`src/rtl/tpu_seq_ctrl.sv`:
```
// tpu_seq_ctrl -- sequencer for the 8x8 systolic-array TPU datapath.
//
// On an accepted tpu_start it walks a run counter (cnt) through 0..LAST.
// The counter drives one shared read address for the four input SRAMs and
// the writeback windows of the three output SRAMs (batches 0/1/2 -> a/b/c).
// All outputs are registered from the next-state values, so in every RUN
// cycle the address/strobe outputs describe the cnt value held that cycle.
//
// Ports:
//   clk, srstn             clock (rising edge), async active-low reset
//   tpu_start              one-cycle start pulse (ignored while busy)
//   stall                  freeze request from the datapath
//   sram_raddr_w0/w1/d0/d1 shared input-SRAM read address
//   feed_valid             read data on the input SRAMs is a feed word
//   sram_write_enable_*0   active-low write strobes, batches 0/1/2
//   sram_waddr_a/b/c       output write address (also diagonal select)
//   busy                   run in progress
//   tpu_done               level, set at end of run, cleared by next start
//   perf_cycles            run length in cycles
//
// Optional feature macro: TPU_SEQ_PERF_EN builds the run-length counter;
// without it perf_cycles is tied to zero.
module tpu_seq_ctrl #(
  parameter int ARRAY_SIZE = 8,
  parameter int BATCH      = 3,
  parameter int SKEW       = 3,
  parameter int WB_START   = 11,
  parameter int IN_AW      = 10,
  parameter int OUT_AW     = 6
) (
  input  logic              clk,
  input  logic              srstn,
  input  logic              tpu_start,
  input  logic              stall,
  output logic [IN_AW-1:0]  sram_raddr_w0,
  output logic [IN_AW-1:0]  sram_raddr_w1,
  output logic [IN_AW-1:0]  sram_raddr_d0,
  output logic [IN_AW-1:0]  sram_raddr_d1,
  output logic              feed_valid,
  output logic              sram_write_enable_a0,
  output logic              sram_write_enable_b0,
  output logic              sram_write_enable_c0,
  output logic [OUT_AW-1:0] sram_waddr_a,
  output logic [OUT_AW-1:0] sram_waddr_b,
  output logic [OUT_AW-1:0] sram_waddr_c,
  output logic              busy,
  output logic              tpu_done,
  output logic [15:0]       perf_cycles
);

  localparam int FEED_LEN = ARRAY_SIZE * BATCH + SKEW;
  localparam int DIAG     = 2 * ARRAY_SIZE - 1;
  localparam int LAST     = WB_START + (BATCH - 1) * ARRAY_SIZE + DIAG - 1;
  localparam int CW       = $clog2(LAST + 1);

  typedef enum logic [1:0] {
    S_IDLE = 2'd0,
    S_RUN  = 2'd1,
    S_DONE = 2'd2
  } state_t;

  state_t            state_r, state_s;
  logic [CW-1:0]     cnt_r, cnt_s;
  logic              start_acc_s;
  logic              freeze_s;
  logic [IN_AW-1:0]  raddr_r;
  logic              feed_valid_r;
  logic [2:0]        we_n_r;
  logic [OUT_AW-1:0] waddr_r [3];
  logic              busy_r;
  logic              done_r;

  // True when cnt lies inside the 15-row writeback window of batch b.
  function automatic logic in_win(input logic [CW-1:0] c, input int b);
    int lo;
    lo = WB_START + ARRAY_SIZE * b;
    return (int'(c) >= lo) && (int'(c) < lo + DIAG);
  endfunction

  // Diagonal row index of batch b for counter value c.
  function automatic logic [OUT_AW-1:0] wb_addr(input logic [CW-1:0] c, input int b);
    return OUT_AW'(int'(c) - (WB_START + ARRAY_SIZE * b));
  endfunction

  // State and run-counter register.
  always_ff @(posedge clk or negedge srstn) begin
    if (!srstn) begin
      state_r <= S_IDLE;
      cnt_r   <= '0;
    end else begin
      state_r <= state_s;
      cnt_r   <= cnt_s;
    end
  end

  // Next-state logic: a stall in RUN freezes everything, start is only
  // accepted from IDLE or DONE.
  always_comb begin
    state_s     = state_r;
    cnt_s       = cnt_r;
    start_acc_s = 1'b0;
    freeze_s    = 1'b0;
    case (state_r)
      S_IDLE, S_DONE: begin
        if (tpu_start) begin
          state_s     = S_RUN;
          cnt_s       = '0;
          start_acc_s = 1'b1;
        end else begin
          state_s = state_r;
        end
      end
      S_RUN: begin
        if (stall) begin
          freeze_s = 1'b1;
        end else if (cnt_r == CW'(LAST)) begin
          state_s = S_DONE;
        end else begin
          cnt_s = cnt_r + CW'(1);
        end
      end
      default: begin
        state_s = S_IDLE;
        cnt_s   = '0;
      end
    endcase
  end

  // Output registers, computed from next-state values so they line up with
  // the cnt of the cycle they appear in. A frozen edge keeps cnt, hence the
  // read address, and blocks every write strobe so no row is written twice.
  always_ff @(posedge clk or negedge srstn) begin
    if (!srstn) begin
      raddr_r      <= '0;
      feed_valid_r <= 1'b0;
      we_n_r       <= 3'b111;
      busy_r       <= 1'b0;
      done_r       <= 1'b0;
      for (int b = 0; b < 3; b++) begin
        waddr_r[b] <= '0;
      end
    end else begin
      busy_r  <= (state_s == S_RUN);
      raddr_r <= ((state_s == S_RUN) && (int'(cnt_s) < FEED_LEN)) ? IN_AW'(cnt_s) : '0;
      // Read latency is one cycle: the word addressed now is valid next cycle.
      feed_valid_r <= (state_r == S_RUN) && !stall && (int'(cnt_r) < FEED_LEN);
      for (int b = 0; b < 3; b++) begin
        if ((state_s == S_RUN) && !freeze_s && in_win(cnt_s, b)) begin
          we_n_r[b]  <= 1'b0;
          waddr_r[b] <= wb_addr(cnt_s, b);
        end else begin
          we_n_r[b]  <= 1'b1;
        end
      end
      if (start_acc_s) begin
        done_r <= 1'b0;
      end else if (state_r == S_DONE) begin
        done_r <= 1'b1;
      end else begin
        done_r <= done_r;
      end
    end
  end

`ifdef TPU_SEQ_PERF_EN
  logic [15:0] perf_cnt_r;
  logic [15:0] perf_cycles_r;

  // Run-length counter: counts every RUN cycle, stalled or not, saturating.
  always_ff @(posedge clk or negedge srstn) begin
    if (!srstn) begin
      perf_cnt_r <= 16'h0000;
    end else if (start_acc_s) begin
      perf_cnt_r <= 16'h0000;
    end else if ((state_r == S_RUN) && (perf_cnt_r != 16'hFFFF)) begin
      perf_cnt_r <= perf_cnt_r + 16'h0001;
    end else begin
      perf_cnt_r <= perf_cnt_r;
    end
  end

  // Snapshot of the run length, taken in DONE alongside tpu_done.
  always_ff @(posedge clk or negedge srstn) begin
    if (!srstn) begin
      perf_cycles_r <= 16'h0000;
    end else if (state_r == S_DONE) begin
      perf_cycles_r <= perf_cnt_r;
    end else begin
      perf_cycles_r <= perf_cycles_r;
    end
  end

  assign perf_cycles = perf_cycles_r;
`else
  assign perf_cycles = 16'h0000;
`endif

  assign sram_raddr_w0        = raddr_r;
  assign sram_raddr_w1        = raddr_r;
  assign sram_raddr_d0        = raddr_r;
  assign sram_raddr_d1        = raddr_r;
  assign feed_valid           = feed_valid_r;
  assign sram_write_enable_a0 = we_n_r[0];
  assign sram_write_enable_b0 = we_n_r[1];
  assign sram_write_enable_c0 = we_n_r[2];
  assign sram_waddr_a         = waddr_r[0];
  assign sram_waddr_b         = waddr_r[1];
  assign sram_waddr_c         = waddr_r[2];
  assign busy                 = busy_r;
  assign tpu_done             = done_r;

endmodule

```
`config.mk`:
```
export PLATFORM = sky130hd
export DESIGN_NAME = tpu_seq_ctrl
export DESIGN_NICKNAME = d
export VERILOG_FILES = /design/src/rtl/tpu_seq_ctrl.sv
export SDC_FILE = /design/constraint.sdc
export NUM_CORES = 1
export LEC_CHECK = 0
export CORE_MARGIN = 10
export CORE_UTILIZATION = 32
export CTS_CLUSTER_SIZE = 10
export DETAILED_ROUTE_END_ITERATION = 10
export SETUP_SLACK_MARGIN = 0.5
export SYNTH_ARGS = -nofsm -noshare
export SYNTH_HDL_FRONTEND = slang
export SYNTH_SLANG_ARGS = --single-unit
```
`constraint.sdc`:
```
create_clock -name clk -period 3 [get_ports clk]
set_input_delay 0.9 -clock clk [delete_from_list [all_inputs] [get_ports clk]]
set_output_delay 0.9 -clock clk [all_outputs]
set_load 0.02 [all_outputs]
```
==> impl_results.md <==
- Mapped Avg Cell Area: 10.6 µm²
- Worst slew margin: 0.444
- Share of layout cells above drive strength 1: 0.420
- Peak supply drop: 430 µV
- Antenna cells: 0
- CP bufs+invs: 1
- TritonCTS Buffers: 5
- Hold Path Class: flip-flop to flip-flop
- Vias in the first global route: between 1500 and 2000
- Final worst-path setup slack: 0.386 ns
- Worst-margin pin slew: 0.834 ns
- Max-slew violations: 0
- Achievable Freq: 0.383 GHz
- Post-Syn Area: approximately 2200 µm²
- Pre-CTS WS: -0.541 ns
- Critical path arrival: about 2.8 ns
- Die H: approximately 100 µm
- Slowest stage delay, CP: 0.34 ns
- CTS H-tree depth: 2
- Post-Syn Instances: 209
- Post-synthesis sequential area ratio: 0.432
- R2r setup slk: 0.41 ns
- Final Cycle Share: 0.871
- Leading area contributor after synthesis: dfrtp_1
- DP HPWL: 4460 µm
- Worst Path Max Fanout: 8
- Reg2Reg Depth: 12
- CP required: 3.18 ns
- First-pass GRT wire length: 9330 µm
- Ys Warns: 0
- Area growth, synth to finish: 54.5%
- Yosys top cell area share: 0.396
- Power Density: 934 nW/µm²
- Clock slew at reported path FFs: 0.07 ns
- Number of nets in the layout: approximately 310
- Placeable Area: 6760 µm²
- Hold path cells: 1
- EDFF count, synth: 0
- GRT Util Overall: 0.110
- Skew final: 0.00793 ns
- RSZ-0062 raised after global routing: yes
- Crit Path Class: primary input to flip-flop
- Register bit total from synthesis: 38
- Max Cap Violations: 0
- Std cell rows: 30
- Drc violations: 0
- Hold Path Sink: sram_waddr_a[5]
- Die ar.: 10600 µm²
- Synth top area cells: dfrtp_1, buf_4, dfstp_2, nor2_1, mux2_4
- Fin crit period: between 2 and 3 ns
- Slowest-stage cell, CP: or3_4
- Worst Hold Launch: sram_waddr_a[5]
- Fin util: 0.506
- Fill count: 620
- Clock root buffer master: clkbuf_8
- R2R Path End: sram_waddr_b[5]
- Critical path launch point type: primary input
- Via count of the routed design: 1783
- Wire length per cell: 15.5 µm
- Port bufs: 51
- Routed WL: around 6000 µm
- Crit path cell chain: buf_12, nand3b_1, o311ai_4, a32o_2, ha_4, or3_4, nor3b_4, or2_4, mux2_4
- Clk_lat worst skew: 0.29 ns
- Drt pass-1 iters: 4
- Largest net degree at the start of global routing: 39
- Iteration-0 DRC count of the detailed router: 64
- Final antenna-violating net count: 0
- Leakage: 1.59 nW
- Overall power: about 0.0032 W
- TritonCTS clock tree: done
- Synth cell types: 56
- Clock Sinks: 38
- Die Wd: around 100 µm
- Status: finished, final reports clean
- RePlAce Congestion: 0.868
- Crit Reg-Reg Startpoint: cnt_r[1]
- Hold Vio Cnt, Final: 0
- Setup violators final: 0
- CTS max path bufs: 2
- Initial Utilization: 0.327
- Crit-path leading delay family: simple AND/OR/NAND/NOR gates
- Initial antenna violation count: 0
- Async SR Flop Fraction: 1.00
- Post-synth top flop: dfrtp_1
- Worst setup EP type: flip-flop
- IO Count: 84
- Overflow after GRT: 0
- DR vias/cell: 4.61
routing by layer:
layer | up-vias | global-route usage | routed length (µm)
met3 | 9 | 0.0442 | 646
met5 | - | 0 | 0
met4 | 0 | 0.0257 | 80
met2 | 72 | 0.182 | 2900
li1 | 826 | - | -
met1 | 876 | 0.130 | 2390
placed cells by master, fill, tap and decap left out, types with 2 or more instances in the layout:
master / synthesis / routed
o21ai_0: 3 / 3
ha_4: 0 / 2
nor2b_2: 0 / 2
inv_2: 2 / 3
nor2_1: 19 / 18
a21oi_1: 7 / 6
buf_6: 2 / 8
buf_12: 0 / 3
nand2_1: 10 / 8
dfrtp_1: 35 / 34
dfstp_2: 3 / 3
nand2_2: 1 / 2
or2_4: 0 / 2
inv_1: 7 / 6
conb_1: 1 / 33
o22ai_1: 2 / 2
mux2i_1: 3 / 3
nor2_4: 0 / 2
clkdlybuf4s50_1: 0 / 48
clkbuf_8: 0 / 5
bufinv_16: 0 / 2
nand4b_1: 2 / 2
nand3_4: 1 / 2
nor3_1: 2 / 2
buf_4: 50 / 51
nor3b_4: 0 / 2
o21ai_2: 1 / 2
mux2_4: 4 / 13
power by group:
part | switching [W] | internal [W]
Clock | 0.000189 | 0.000333
Sequential | 0.000113 | 0.000671
Combinational | 0.000914 | 0.000974
registers in the layout, summed over array words and instances, names as in the netlist, 2 cells and up:
signal / cells
sram_waddr_a: 6
cnt_r: 6
sram_waddr_c: 6
we_n_r: 3
state_r: 2
sram_raddr_d0: 6
sram_waddr_b: 6
through the flow:
stage / hold WS (ns) / setup TNS [ns] / instance area [µm²] / std cells
2_1_floorplan: 0.443 / 0 / 2380 / 241
3_3_place_gp: 0.475 / -8.57 / 2890 / 360
3_5_place_dp: 0.484 / -9.29 / 2890 / 360
4_1_cts: 0.512 / 0 / 3340 / 385
5_1_grt: 0.543 / 0 / 3420 / 387
6_report: 0.515 / 0 / 3420 / 387
worst max-delay path by stage:
| stage | start | endpoint | cells past startpoint |
|---|---|---|---|
| finish | stall | sram_waddr_b[5] | 9 |
| global route | stall | sram_waddr_b[2] | 10 |
| CTS | stall | sram_waddr_b[5] | 9 |
| detailed placement | stall | sram_waddr_b[1] | 9 |
| global placement | stall | sram_waddr_b[2] | 9 |
| floorplan | tpu_start | sram_waddr_b[0] | 10 |
worst register-to-register path: stages (launching register included):
cell and delay [ns]:
dfrtp_1 0.40, inv_1 0.06, ha_2 0.18, and2_4 0.16, a2111oi_2 0.06, buf_4 0.15, a21oi_2 0.15, inv_2 0.07
ha_4 0.18, or3_4 0.34, nor3b_4 0.16, or2_4 0.27, mux2_4 0.30
synthesized netlist by cell type (all sizes together) (3+ instances only):
master / count
o22ai: 3
mux2: 13
dfrtp: 35
nor3: 3
o21ai: 7
mux2i: 3
nor2b: 3
ha: 3
inv: 9
a21oi: 7
a211oi: 3
nand2: 11
nor2: 20
dfstp: 3
buf: 53
cell type report:
class                           count  area, µm²  area share
Clock inverter                      3       68.8      0.0201
Inverter                            9       33.8     0.00988
Clock buffer                        5       68.8      0.0201
Tap cell                           80        100      0.0293
Sequential cell                    38        956       0.280
Timing Repair Buffer              111       1020       0.298
Multi-Input combinational cell    141       1170       0.343
kinds of logic after synthesis:
family,synth area share
muxes,0.0865
xor gates and xnor gates,0.00396
and+or+nand+nor,0.152
buffers and inverters,0.197
other,0.00170
adders and majority gates,0.0170
AOI/OAI and AO/OA,0.110
DFF,0.432
timing repair:
action / CTS / global route
setup buffers: 17 / 2
pin swaps: 16 / 6
endpoints found under the setup margin: 26 / 24
hold buffers: 0 / 0
resized for setup: 51 / 15
Note: power is estimated with default switching activity, not from simulation.
